File: src/rtl/ssd_pkg.sv
// Shared definitions for the two-digit seven-segment link.
// Segment codes are bit6..bit0; cat selects the nibble slot.
package ssd_pkg;

  localparam logic [6:0] SEG_0 = 7'b1111110;
  localparam logic [6:0] SEG_1 = 7'b0000110;
  localparam logic [6:0] SEG_2 = 7'b1101101;
  localparam logic [6:0] SEG_3 = 7'b1001111;
  localparam logic [6:0] SEG_4 = 7'b0010111;
  localparam logic [6:0] SEG_5 = 7'b1011011;
  localparam logic [6:0] SEG_6 = 7'b1111011;
  localparam logic [6:0] SEG_7 = 7'b0001110;
  localparam logic [6:0] SEG_8 = 7'b1111111;
  localparam logic [6:0] SEG_9 = 7'b0011111;
  localparam logic [6:0] SEG_A = 7'b0111111;
  localparam logic [6:0] SEG_B = 7'b1110011;
  localparam logic [6:0] SEG_C = 7'b1100001;
  localparam logic [6:0] SEG_D = 7'b1100111;
  localparam logic [6:0] SEG_E = 7'b1111001;
  localparam logic [6:0] SEG_F = 7'b0111001;

  localparam logic CAT_LO = 1'b1;
  localparam logic CAT_HI = 1'b0;

  typedef enum logic [1:0] {
    WAIT_EDGE = 2'd0,
    SETTLE    = 2'd1,
    HOLD      = 2'd2
  } state_t;

endpackage

File: src/rtl/ssd_segment_decoder_seg7.sv
// Combinational segment pattern to nibble decoder.
// Patterns outside the code table report legal = 0.
module seg7_to_nibble
  import ssd_pkg::*;
(
  input  logic [6:0] hex,
  output logic       legal,
  output logic [3:0] nibble
);

  // table lookup; unknown patterns decode as illegal zero
  always_comb begin
    legal  = 1'b1;
    nibble = 4'h0;
    unique case (hex)
      SEG_0:   nibble = 4'h0;
      SEG_1:   nibble = 4'h1;
      SEG_2:   nibble = 4'h2;
      SEG_3:   nibble = 4'h3;
      SEG_4:   nibble = 4'h4;
      SEG_5:   nibble = 4'h5;
      SEG_6:   nibble = 4'h6;
      SEG_7:   nibble = 4'h7;
      SEG_8:   nibble = 4'h8;
      SEG_9:   nibble = 4'h9;
      SEG_A:   nibble = 4'hA;
      SEG_B:   nibble = 4'hB;
      SEG_C:   nibble = 4'hC;
      SEG_D:   nibble = 4'hD;
      SEG_E:   nibble = 4'hE;
      SEG_F:   nibble = 4'hF;
      default: legal  = 1'b0;
    endcase
  end

endmodule

File: src/rtl/ssd_segment_decoder.sv
// Receive side of the multiplexed seven-segment link.
// Syncs hex/cat, waits for a stable pattern per phase, rebuilds the byte.
module ssd_segment_decoder
  import ssd_pkg::*;
#(
  parameter int SETTLE_CYCLES  = 16,
  parameter int TIMEOUT_CYCLES = 262144,
  parameter int CNT_W          = 19
) (
  input  logic       clk,
  input  logic       reset,
  input  logic [6:0] hex,
  input  logic       cat,
  output logic [7:0] value,
  output logic       value_valid,
  output logic       pattern_error,
  output logic       link_lost
);

  localparam logic [CNT_W-1:0] SETTLE_N  = CNT_W'(SETTLE_CYCLES);
  localparam logic [CNT_W-1:0] TIMEOUT_N = CNT_W'(TIMEOUT_CYCLES);
  localparam logic [CNT_W-1:0] ONE       = CNT_W'(1);

  logic [6:0]       hex_m, hex_s, hex_d;
  logic             cat_m, cat_s, cat_d;
  logic [1:0]       prime;
  logic [CNT_W-1:0] stable_cnt;
  logic [CNT_W-1:0] idle_cnt;
  state_t           state, state_nx;
  logic             have_high;
  logic [3:0]       hi_nib;
  logic             legal;
  logic [3:0]       nib;
  logic             cat_edge, timeout, settle_done;
  logic             cap, err;
  logic             cap_hi, cap_lo, frame_done;

  seg7_to_nibble u_dec (
    .hex    (hex_s),
    .legal  (legal),
    .nibble (nib)
  );

  // two-flop synchronizers; prime masks edges until cat_d holds real data
  always_ff @(posedge clk) begin
    if (reset) begin
      hex_m <= '0;
      hex_s <= '0;
      hex_d <= '0;
      cat_m <= 1'b0;
      cat_s <= 1'b0;
      cat_d <= 1'b0;
      prime <= 2'd0;
    end else begin
      hex_m <= hex;
      hex_s <= hex_m;
      hex_d <= hex_s;
      cat_m <= cat;
      cat_s <= cat_m;
      cat_d <= cat_s;
      if (prime != 2'd3) prime <= prime + 2'd1;
    end
  end

  assign cat_edge    = (prime == 2'd3) && (cat_s != cat_d);
  assign timeout     = !cat_edge && (idle_cnt == TIMEOUT_N - ONE);
  assign settle_done = (stable_cnt == SETTLE_N);

  // consecutive-stable counter, restarted by a new phase or a hex change
  always_ff @(posedge clk) begin
    if (reset)
      stable_cnt <= '0;
    else if (cat_edge || (hex_s != hex_d))
      stable_cnt <= ONE;
    else if (stable_cnt != SETTLE_N)
      stable_cnt <= stable_cnt + ONE;
  end

  // cycles since the last synced cat edge, saturating at the timeout
  always_ff @(posedge clk) begin
    if (reset)
      idle_cnt <= '0;
    else if (cat_edge)
      idle_cnt <= '0;
    else if (idle_cnt != TIMEOUT_N)
      idle_cnt <= idle_cnt + ONE;
  end

  // FSM state register
  always_ff @(posedge clk) begin
    if (reset) state <= WAIT_EDGE;
    else       state <= state_nx;
  end

  // FSM next state; a timeout drops back to waiting for the link
  always_comb begin
    state_nx = state;
    if (timeout) begin
      state_nx = WAIT_EDGE;
    end else begin
      unique case (state)
        WAIT_EDGE: if (cat_edge) state_nx = SETTLE;
        SETTLE: begin
          if (cat_edge)         state_nx = SETTLE;
          else if (settle_done) state_nx = HOLD;
        end
        HOLD:      if (cat_edge) state_nx = SETTLE;
        default:   state_nx = WAIT_EDGE;
      endcase
    end
  end

  // FSM outputs; an edge beats a same-cycle settle completion
  always_comb begin
    cap = 1'b0;
    err = 1'b0;
    if (!timeout && (state == SETTLE)) begin
      if (cat_edge) begin
        err = 1'b1;
      end else if (settle_done) begin
        cap = legal;
        err = !legal;
      end
    end
  end

  assign cap_hi     = cap && (cat_s == CAT_HI);
  assign cap_lo     = cap && (cat_s == CAT_LO);
  assign frame_done = cap_lo && have_high;

  // frame assembly, pulses and link status
  always_ff @(posedge clk) begin
    if (reset) begin
      value         <= 8'h00;
      value_valid   <= 1'b0;
      pattern_error <= 1'b0;
      link_lost     <= 1'b1;
      have_high     <= 1'b0;
      hi_nib        <= 4'h0;
    end else begin
      value_valid   <= frame_done;
      pattern_error <= err;
      if (timeout) begin
        link_lost <= 1'b1;
        have_high <= 1'b0;
      end else begin
        if (err || cap_lo) have_high <= 1'b0;
        if (cap_hi) begin
          hi_nib    <= nib;
          have_high <= 1'b1;
        end
        if (frame_done) begin
          value     <= {hi_nib, nib};
          link_lost <= 1'b0;
        end
      end
    end
  end

endmodule

File: config.mk
export PLATFORM = sky130hd
export DESIGN_NAME = ssd_segment_decoder
export DESIGN_NICKNAME = d
export VERILOG_FILES = /design/src/rtl/ssd_pkg.sv /design/src/rtl/ssd_segment_decoder_seg7.sv /design/src/rtl/ssd_segment_decoder.sv
export SDC_FILE = /design/constraint.sdc
export NUM_CORES = 1
export LEC_CHECK = 0
export CAP_MARGIN = 10
export CORE_ASPECT_RATIO = 1.2
export CORE_MARGIN = 2
export CORE_UTILIZATION = 50
export DETAILED_ROUTE_END_ITERATION = 10
export GPL_TIMING_DRIVEN = 0
export HOLD_SLACK_MARGIN = 0.08
export PLACE_DENSITY = 0.68
export SYNTH_ARGS = -nofsm -noshare
export SYNTH_HDL_FRONTEND = slang
export SYNTH_HIERARCHICAL = 1
export SYNTH_SLANG_ARGS = --single-unit
File: constraint.sdc
create_clock -name clk -period 5.7 [get_ports clk]
set_input_delay 1.14 -clock clk [delete_from_list [all_inputs] [get_ports clk]]
set_output_delay 1.14 -clock clk [all_outputs]
set_load 0.05 [all_outputs]
; ---- Word level (Yosys, flattened, before mapping)
; Index checks and enable logic that the tools add are counted.
[word_totals]
in_bits = 10
out_inout_bits = 11
wordCells = 88
ff_bits = 82
[op_classes]
mux = 16
bitwise_logic = 2
eq_ne = 28
reduce_logical = 22
addsub = 3
[ops]
columns = operator, count
row1 = $eq 7x7->1 const B, 10
row2 = $pmux 4 s15, 1
row3 = $add 19x1->19 const B, 2
row4 = $eq 19x18->1 const B, 1
row5 = $eq 19x5->1 const B, 1
row6 = $ne 19x19->1 const B, 1
row7 = $ne 19x5->1 const B, 1
row8 = $reduce_or 16->1, 1
row9 = $eq 7x5->1 const B, 2
row10 = $eq 7x6->1 const B, 2
row11 = $mux 1, 11
row12 = $reduce_or 2->1, 4
row13 = $eq 7x3->1 const B, 1
row14 = $eq 7x4->1 const B, 1
row15 = $ne 7x7->1, 1
row16 = $logic_and 1x1->1, 6
row17 = $mux 2, 3
row18 = $reduce_and 2->1, 3
row19 = $eq 2x2->1 const B, 2
row20 = $pmux 2 s2, 1
row21 = $reduce_bool 2->1, 2
row22 = $logic_not 1->1, 3
row23 = $ne 3x3->1 const B, 1
row24 = $add 2x1->2 const B, 1
row25 = 7 further kinds, 9

; ---- Depth between registers and ports, before layout
; Gate-level depths: netlist of the first run.
[logic_depth]
word_depth = 11
mapped_depth = 8
mapped_depth_nobuf = 7

; ---- Hierarchy
; Netlist of the first run, hierarchy kept.
[modules_own_cells]
columns = module, cells_each, seq_area_each_um2, area_per_inst_um2, n_inst
row1 = ssd_segment_decoder, 372, 1641.6, 3503.4, 1
row2 = seg7_to_nibble, 60, 0.0, 394.1, 1

; ---- Least setup slack after synthesis of the first run
; OpenSTA, ideal clock, no wires.
[synth_path]
path_type = register to register
startpoint = reg hex_s[0]
endpoint = reg value[0]
path_buffers = 1
setup_ns = 0.073
stages_incl_launch_ff = 9
t_required_ns = 5.627
period_less_slack_ns = 2.422
setup_slack_ns = 3.278
arrival_time_ns = 2.349
path_cell_list = dfxtp_1 > buf_6 > or4b_4 > nor3_4 > a211oi_2 > nand4b_1 > nand3b_1 > a2111oi_4 > mux2i_1
[synth_via]
elab_chain_cells = 9
elab_cells_between_ends = 25
cone_classes = eq/ne (16) / mux (5) / reduce/logical (4)
[synth_rtl]
columns = item, line
row1 = start: declaration, ssd_segment_decoder.sv:24  ; logic [6:0] hex_m, hex_s, hex_d;
row2 = start signal: assignment, ssd_segment_decoder.sv:56  ; hex_s <= hex_m;
row3 = $eq 7x7->1 (tied with other cells), ssd_segment_decoder_seg7.sv:15  ; unique case (hex)
row4 = $reduce_or 16->1 (no source line) *, -
row5 = $mux 1 *, ssd_segment_decoder_seg7.sv:15
row6 = named net legal, ssd_segment_decoder.sv:32  ; logic legal;
row7 = $mux 1 *, ssd_segment_decoder.sv:120  ; end else if (settle_done) begin
row8 = $mux 1 *, ssd_segment_decoder.sv:118  ; if (cat_edge) begin
row9 = $mux 1 *, ssd_segment_decoder.sv:117  ; if (!timeout && (state == SETTLE)) begin
row10 = $logic_and 1x1->1 *, ssd_segment_decoder.sv:128  ; assign cap_lo = cap && (cat_s == CAT_LO);
row11 = $logic_and 1x1->1 *, ssd_segment_decoder.sv:129  ; assign frame_done = cap_lo && have_high;
row12 = $reduce_and 2->1 (no source line) *, -
row13 = end signal: assignment, ssd_segment_decoder.sv:153  ; value <= {hi_nib, nib};
row14 = end: declaration, ssd_segment_decoder.sv:14  ; output logic [7:0] value,
; The timed path passes the listed nets; every way through them passes the cells marked *.
; A chain may end at the register's enable or synchronous reset.

; ---- Worst setup path in the final report of the first run
[layout_path]
startpoint = reg hex_s[6]
endpoint = reg value[4]
; The elaborated chain is that of the path after synthesis.

==> reports/qor.csv, run 1 <==
metric;value;unit
final.setup.tns;0;ns
cp_slowest_cell;a2111oi_4;
outcome;complete, no violations;
antenna_found_initial;0;
min_path_type;register to register;
cts.sinks;82;
cts-hold-fix-buffers;0;
overflow;0;
synth-adder-area-share;1.61;%
clkLatencyLatePin;0.37;ns
slew_viol_final;0;
syn_inst;432;
worst_pin_slew;0.845;ns
async_flop_share;0;%
power.total;1.10;mW
synth-edff-count;0;
diodes;0;
grt_max_degree;19;
syn_area;0.00390;mm2
maxCapViolCount;0;
cp_max_fo;10;
crit_chain;buf_2, nand2_1, a2111oi_0, a31oi_1, nand4b_1, nand3b_1, a2111oi_4, mux2i_1;
cts-root-buf;clkbuf_8;
place_area;0.00421;mm2
finClkSkew;0.0124;ns
fin_crit;2.86;ns
clkTransAtPathRegs;0.10;ns
cts-htree-levels;3;
hold_viol;0;
port_buffers;20;
grt_usage;19.0;%
crit_arrival;3.15;ns
syn_nets;447;
grt_pass1_wl;13.4;mm
synthFlopType;dfxtp_1;
max_slew_margin;43.3;%
final_util;57.9;%
die_w;84.6;um
dieArea;0.00852;mm2
synth-seq-cells;82;
num-fill-cells;708;
yosys.area.top_type;dfxtp_1;
start_util;51.1;%
yosys.area_share.simple;30.2;%
vias;3108;
coreArea;0.00762;mm2
synth_top_area_share;42.1;%
ys_seq_area_share;42.1;%
critPathKind;register to register;
ys_warn_count;6;
final_common_cell;dfxtp_1;
drc;0;
vdd_drop_max;0.000223;V
final_area;0.00441;mm2
areaGrowthSynthToFinish;13.2;%
ios;21;
mostFrequentLayoutCells;dfxtp_1, nand2_1, nor2_1;
synth-compound-area-share;11.8;%
power_leakage;1.52;nW
vias_per_cell;5.55;
wire_per_inst;13.5;um
dp_hpwl;5.44;mm
dieHeight;101;um
post_cts_buffers;0;
drt_pass1_iterations;4;
yosys-top-cells-area;dfxtp_1, xor2_1, nor2b_1;
ant_nets;0;
cts_buffers;9;
synthXorXnorAreaFrac;7.42;%
cp_data_required_time;6.00;ns
routed_wl;7.55;mm
grt_pass1_vias;2899;
setup_violations;0;
setup.worst_path.start_class;register;
ctsResizeCount;0;
cts_max_path_buffers;2;
ys_types;56;
rows;35;
whs;0.445;ns
final.period_utilization;50.2;%
drt_first_iter_violations;121;
cpPeakStageDelay;0.80;ns
worst_setup_path_end_kind;register;
gp_congestion;0.953;
layout-drive-gt1-share;8.33;%
final_nets;478;
max_freq;0.350;GHz
synth_top_family_by_area;simple AND/OR/NAND/NOR gates;
powerDensity;248;mW/mm2
synth_mux_area_share;3.34;%
avgSynthCellArea;9.02;um2
rsz0062_at_grt;no;
cts_tree;done;
-- per-layer routing --
metal / up-vias / routed length (um) / track usage, %
li1: 1608 / - / -
met1: 1434 / 3560 / 25.0
met2: 62 / 3630 / 30.8
met3: 4 / 302 / 4.67
met4: 0 / 53 / 6.23
met5: - / 0 / 0
-- synthesized netlist by cell type (6+ instances only) --
cell / instances
xor2_1: 21
nor3_1: 10
nand4_1: 12
dfxtp_1: 82
buf_2: 7
clkbuf_1: 9
nor4_1: 8
a21oi_1: 16
nand3_1: 16
nor2_1: 35
nand2_1: 36
inv_1: 14
xnor2_1: 12
and3_1: 6
nor2b_1: 26
or3_1: 11
mux2i_1: 13
o21ai_0: 12
nand2b_1: 6
-- report_power, final --
group / switching, mW / internal (mW) / leakage [nW]
Sequential: 0.0109 / 0.587 / 0.666
Clock: 0.247 / 0.175 / 0.103
Combinational: 0.0434 / 0.0330 / 0.746
Total: 0.301 / 0.795 / 1.52
-- sequential cells by signal (all words and copies together) (netlist names) --
signal / count
cat_d: 1
cat_m: 1
cat_s: 1
have_high: 1
hex_d: 7
hex_m: 7
hex_s: 7
hi_nib: 4
idle_cnt: 19
link_lost: 1
pattern_error: 1
prime: 2
stable_cnt: 19
state: 2
value: 8
value_valid: 1
-- worst paths after layout --
kind,from,endpoint,slack [ns],depth (start not counted)
max,hex_s[6],value[4],2.84,8
min reg2reg,hex_m[3],hex_s[3],0.45,1
min,hex_m[3],hex_s[3],0.45,1
max reg2reg,hex_s[6],value[4],2.84,8
-- through the flow --
stage / std cells / setup slack, ns
2_1_floorplan: 432 / 3.28
3_3_place_gp: 544 / 2.71
3_5_place_dp: 544 / 2.69
4_1_cts: 560 / 2.82
5_1_grt: 560 / 2.61
6_report: 560 / 2.84
-- worst max-delay path, delay by kind of cell, from the launching register on --
family / cells / cell delay (ns)
AOI/OAI and AO/OA: 3 / 1.25
buffers and inverters: 1 / 0.28
DFF: 1 / 0.51
muxes: 1 / 0.25
and+or+nand+nor: 3 / 0.48
-- cells by family (layout without fill, tap and decap cells) --
family / count (synthesis) / in the layout
simple gates: 203 / 203
flops: 82 / 82
compound gates: 64 / 64
xor+xnor: 33 / 33
buf+inv: 32 / 68
mux: 13 / 13
fa+ha+maj: 5 / 5
-- area by class of cell --
cell class | instances | area, um2 | share of cell area [%]
flip-flops and latches | 82 | 1640 | 37.2
well taps | 92 | 115 | 2.61
plain buffers | 17 | 80.1 | 1.81
repair buffers | 20 | 200 | 4.54
clock buffers | 9 | 124 | 2.81
inverters | 15 | 56.3 | 1.28
clock inverters | 7 | 76.3 | 1.73
multi-input cells | 318 | 2120 | 48.0
Note: power is estimated with default switching activity, not from simulation.
==> run 2: changes to the inputs <==
--- a/config.mk
+++ b/config.mk
@@ -12,7 +12,7 @@
 export DETAILED_ROUTE_END_ITERATION = 10
 export GPL_TIMING_DRIVEN = 0
 export HOLD_SLACK_MARGIN = 0.08
-export PLACE_DENSITY = 0.68
+export PLACE_DENSITY = 0.71
 export SYNTH_ARGS = -nofsm -noshare
 export SYNTH_HDL_FRONTEND = slang
 export SYNTH_HIERARCHICAL = 1
==> constraint.sdc (replaced) <==
create_clock -name clk -period 2.5 [get_ports clk]
set_input_delay 0.5 -clock clk [delete_from_list [all_inputs] [get_ports clk]]
set_output_delay 0.5 -clock clk [all_outputs]
set_load 0.05 [all_outputs]
==> run 2 against run 1 <==
Compared with the run above:
- global-route usage is 0.099 points higher
- die area unchanged
- total power up 130%
- final cell count up 1.1%
- register-to-register slack worse by 2.8 ns
- hold slack worse by 0.0067 ns
- maximum frequency grew 16%
- sequential cell count unchanged
- non-clock buffer count is 6 higher
==> reports/qor.csv, run 2 (same netlist as run 1, synthesis figures left out) <==
metric;value;unit
outcome;complete, no violations;
worst_setup_path_end_kind;register;
grt_pass1_vias;2947;
fin_crit;2.47;ns
setup.worst_path.start_class;register;
maxCapViolCount;0;
clkTransAtPathRegs;0.10;ns
drt_pass1_iterations;5;
drt_first_iter_violations;190;
final.period_utilization;98.9;%
powerDensity;552;mW/mm2
gp_congestion;0.902;
critPathKind;register to register;
start_util;51.1;%
cts_buffers;9;
max_freq;0.404;GHz
layout-drive-gt1-share;11.0;%
final_util;59.0;%
wire_per_inst;13.8;um
ios;21;
routed_wl;7.84;mm
cts-hold-fix-buffers;0;
die_w;84.6;um
grt_pass1_wl;13.4;mm
grt_max_degree;18;
diodes;0;
cts.sinks;82;
dp_hpwl;5.45;mm
final_nets;484;
hold_viol;0;
fin_ws;0.0266;ns
cts-htree-levels;3;
areaGrowthSynthToFinish;15.3;%
rows;35;
port_buffers;20;
finClkSkew;0.00914;ns
slew_viol_final;0;
path_buf_inv;3;
grt_usage;19.1;%
ant_nets;0;
dieArea;0.00852;mm2
vias_per_cell;5.74;
min_path_type;register to register;
power.total;2.48;mW
cpPeakStageDelay;0.41;ns
power_leakage;1.55;nW
rsz0062_at_grt;yes;
crit_chain;buf_4, nand2b_1, a2111oi_2, a31oi_1, nand4b_1, nand3b_1, buf_6, a2111oi_4, buf_12, mux2i_1;
overflow;0;
clkLatencyLatePin;0.36;ns
antenna_found_initial;0;
cts_tree;done;
num-fill-cells;716;
cp_data_required_time;2.78;ns
worst_pin_slew;0.860;ns
dieHeight;101;um
dp_cells;544;
max_slew_margin;42.3;%
cp_max_fo;10;
critical_path.top_delay_family;compound AO/OA/AOI/OAI gates;
cts_max_path_buffers;2;
final_common_cell;dfxtp_1;
fin_cells;566;
drc;0;
crit_arrival;2.76;ns
whs;0.439;ns
vias;3248;
vdd_drop_max;0.000382;V
setup_violations;0;
coreArea;0.00762;mm2
cp_slowest_cell;a2111oi_2;
mostFrequentLayoutCells;dfxtp_1, nand2_1, nor2_1;
place_ws;-0.422;ns
cts-root-buf;clkbuf_8;
reg_top3;idle_cnt (19), stable_cnt (19), value (8);
-- run 2: layout make-up --
type | instances | area [um2] | share of cell area (%)
multi-input cells | 318 | 2130 | 47.3
flip-flops and latches | 82 | 1650 | 36.8
repair buffers | 27 | 269 | 5.99
clock buffers | 9 | 124 | 2.76
well taps | 92 | 115 | 2.56
plain buffers | 16 | 81.3 | 1.81
clock inverters | 7 | 70.1 | 1.56
inverters | 15 | 56.3 | 1.25
-- run 2: final timing paths --
path         depth (start not counted)        to      from  slack, ns
max                                 10  value[7]  hex_s[5]       0.03
max reg2reg                         10  value[7]  hex_s[5]       0.03
min reg2reg                          1  hex_s[2]  hex_m[2]       0.44
min                                  1  hex_s[2]  hex_m[2]       0.44
-- run 2: power breakdown --
part,switching (mW),internal [mW]
clock network,0.550,0.388
logic,0.100,0.0764
registers,0.0276,1.34
-- run 2: metal layers --
layer / global-route usage (%) / part of all wire, %
met1: 24.2 / 46
met2: 32.3 / 49
met3: 3.85 / 4.0
met4: 6.96 / 1.1
met5: 0 / 0
-- run 2: per-stage QoR --
stage,TNS (ns),cell area [um2]
after floorplan,0,3900
after global placement,-3.59,4210
after detailed placement,-3.84,4210
after CTS,0,4440
after global routing,-1.23,4490
final,0,4490
-- run 2: what timing repair did --
action                     in CTS  in global routing
setup endpoints to repair      13                 15
buffers inserted                3                  4
pin swaps                       3                  5
gates resized for setup         0                 18
==> run 3: changes to the inputs <==
--- a/config.mk
+++ b/config.mk
@@ -13,6 +13,7 @@
 export GPL_TIMING_DRIVEN = 0
 export HOLD_SLACK_MARGIN = 0.08
 export PLACE_DENSITY = 0.71
+export SETUP_SLACK_MARGIN = 0.15
 export SYNTH_ARGS = -nofsm -noshare
 export SYNTH_HDL_FRONTEND = slang
 export SYNTH_HIERARCHICAL = 1
==> run 3 against run 2 <==
Compared with the run above:
- non-clock buffer count up 10
- largest power group unchanged
- clock skew up 0.0030 ns
- cell area grew 2.8%
- utilization rose by 1.6 points
- via count up 0.31%
- critical path depth grew 1
- clock power is 3.6% higher
- setup slack improved by 0.065 ns
- hold slack better by 0.00052 ns
==> reports/qor.csv, run 3 (same netlist as run 1, synthesis figures left out) <==
metric;value;unit
whs_endpoint;hex_s[0];
powerDensity;546;mW/mm2
coreArea;0.00762;mm2
rr_startpoint;hex_s[2];
cts_buffers;9;
cp_max_fo;10;
grt_usage;19.5;%
cts-root-buf;clkbuf_8;
outcome;complete, no violations;
timing.rr.end;pattern_error;
ant_nets;0;
power_leakage;1.61;nW
rows;35;
final_util;60.6;%
worst_r2r_path_depth;11;
slew_viol_final;0;
dieHeight;101;um
mostFrequentLayoutCells;dfxtp_1, nand2_1, nor2_1;
maxCapViolCount;0;
clockPowerShare;38.6;%
intPower;1.89;mW
wire_per_inst;14.0;um
final_area;0.00462;mm2
layout-drive-gt1-share;13.6;%
die_w;84.6;um
switching_share;25.1;%
fin_cells;576;
grt_pass1_wl;13.7;mm
hold_path_startpoint;hex_m[0];
clkTransAtPathRegs;0.08;ns
vias_per_cell;5.66;
port_buffers;20;
fin_crit;2.41;ns
critPathKind;register to register;
power_switching;0.632;mW
min_path_type;register to register;
start_util;51.1;%
dp_cells;544;
worst_setup_path_end_kind;register;
worst_pin_slew;0.874;ns
cts_max_path_buffers;2;
drt_pass1_iterations;5;
overflow;0;
drc;0;
cp_data_required_time;2.77;ns
cts.sinks;82;
drt_first_iter_violations;173;
gp_congestion;0.965;
setup_violations;0;
vias;3258;
max_slew_margin;41.4;%
setup.worst_path.start_class;register;
finClkSkew;0.0121;ns
max_freq;0.415;GHz
final_nets;494;
ios;21;
rrSetupSlack;0.09;ns
final_common_cell;dfxtp_1;
dieArea;0.00852;mm2
diodes;0;
crit_arrival;2.68;ns
clkLatencyLatePin;0.35;ns
hold_path_depth;1;
vdd_drop_max;0.000412;V
cts_tree;done;
antenna_found_initial;0;
cts-htree-levels;3;
hold_viol;0;
pwr-share-comb;7.3;%
rsz0062_at_grt;yes;
dp_hpwl;5.52;mm
routed_wl;8.09;mm
seq_power_share;54.1;%
final.period_utilization;96.3;%
areaGrowthSynthToFinish;18.5;%
reg_top3;idle_cnt (19), stable_cnt (19), value (8);
place_area;0.00421;mm2
cts-hold-fix-buffers;0;
grt_max_degree;16;
grt_pass1_vias;2972;
## run 3: worst max path at each step
stage	start	end	slack [ns]	cells after the start
final	hex_s[2]	pattern_error	0.09	11
after global routing	hex_s[5]	pattern_error	-0.01	11
after CTS	hex_s[0]	hi_nib[0]	0.03	10
after detailed placement	hex_s[6]	value[5]	-0.30	8
after global placement	hex_s[6]	value[1]	-0.17	8
after floorplan	hex_s[0]	value[0]	0.21	8
## run 3: stage by stage
stage	hold WS, ns	setup TNS [ns]	power [mW]	setup WS (ns)
final	0.439	0	2.52	0.0919
after CTS	0.443	0	2.53	0.0324
after global placement	0.417	-1.38	1.56	-0.166
after detailed placement	0.422	-3.00	1.57	-0.303
after floorplan	0.414	0	1.52	0.206
after global routing	0.452	-0.0101	2.63	-0.0101
## run 3: what timing repair did
item | CTS | global route
pin swaps | 7 | 10
setup buffers | 10 | 6
setup endpoints to repair | 15 | 16
resized for setup | 8 | 19
## run 3: cell type report
| cell class | instances | area, um2 |
|---|---|---|
| repair buffers | 36 | 344 |
| clock inverters | 7 | 77.6 |
| multi-input cells | 318 | 2140 |
| well taps | 92 | 115 |
| fillers | 664 | 3000 |
| inverters | 15 | 56.3 |
| plain buffers | 17 | 100 |
| clock buffers | 9 | 124 |
| flip-flops and latches | 82 | 1660 |
## run 3: metal layers
layer	wire [um]	global-route usage [%]	vias up	share of wire [%]
met3	299	4.67	12	3.7
li1	-	-	1634	-
met5	0	0	-	0
met2	4010	33.0	58	50
met4	110	6.47	0	1.4
met1	3660	24.3	1554	45
## run 3: worst max-delay path, stage by stage, from the launching register on
cell and delay [ns]:
dfxtp_2 0.37, buf_6 0.15, and3b_2 0.23, buf_4 0.14
a211oi_2 0.22, nand4b_1 0.20, buf_4 0.18, buf_4 0.12
buf_4 0.12, buf_4 0.12, o31a_1 0.31, nor3_2 0.18
## run 3: power by group through the flow
stage | Combinational (mW) | Sequential (mW) | Clock (mW)
floorplan | 0.128 | 1.39 | 0
global placement | 0.169 | 1.39 | 0
detailed placement | 0.174 | 1.39 | 0
CTS | 0.179 | 1.36 | 0.990
global route | 0.206 | 1.37 | 1.05
finish | 0.185 | 1.36 | 0.973
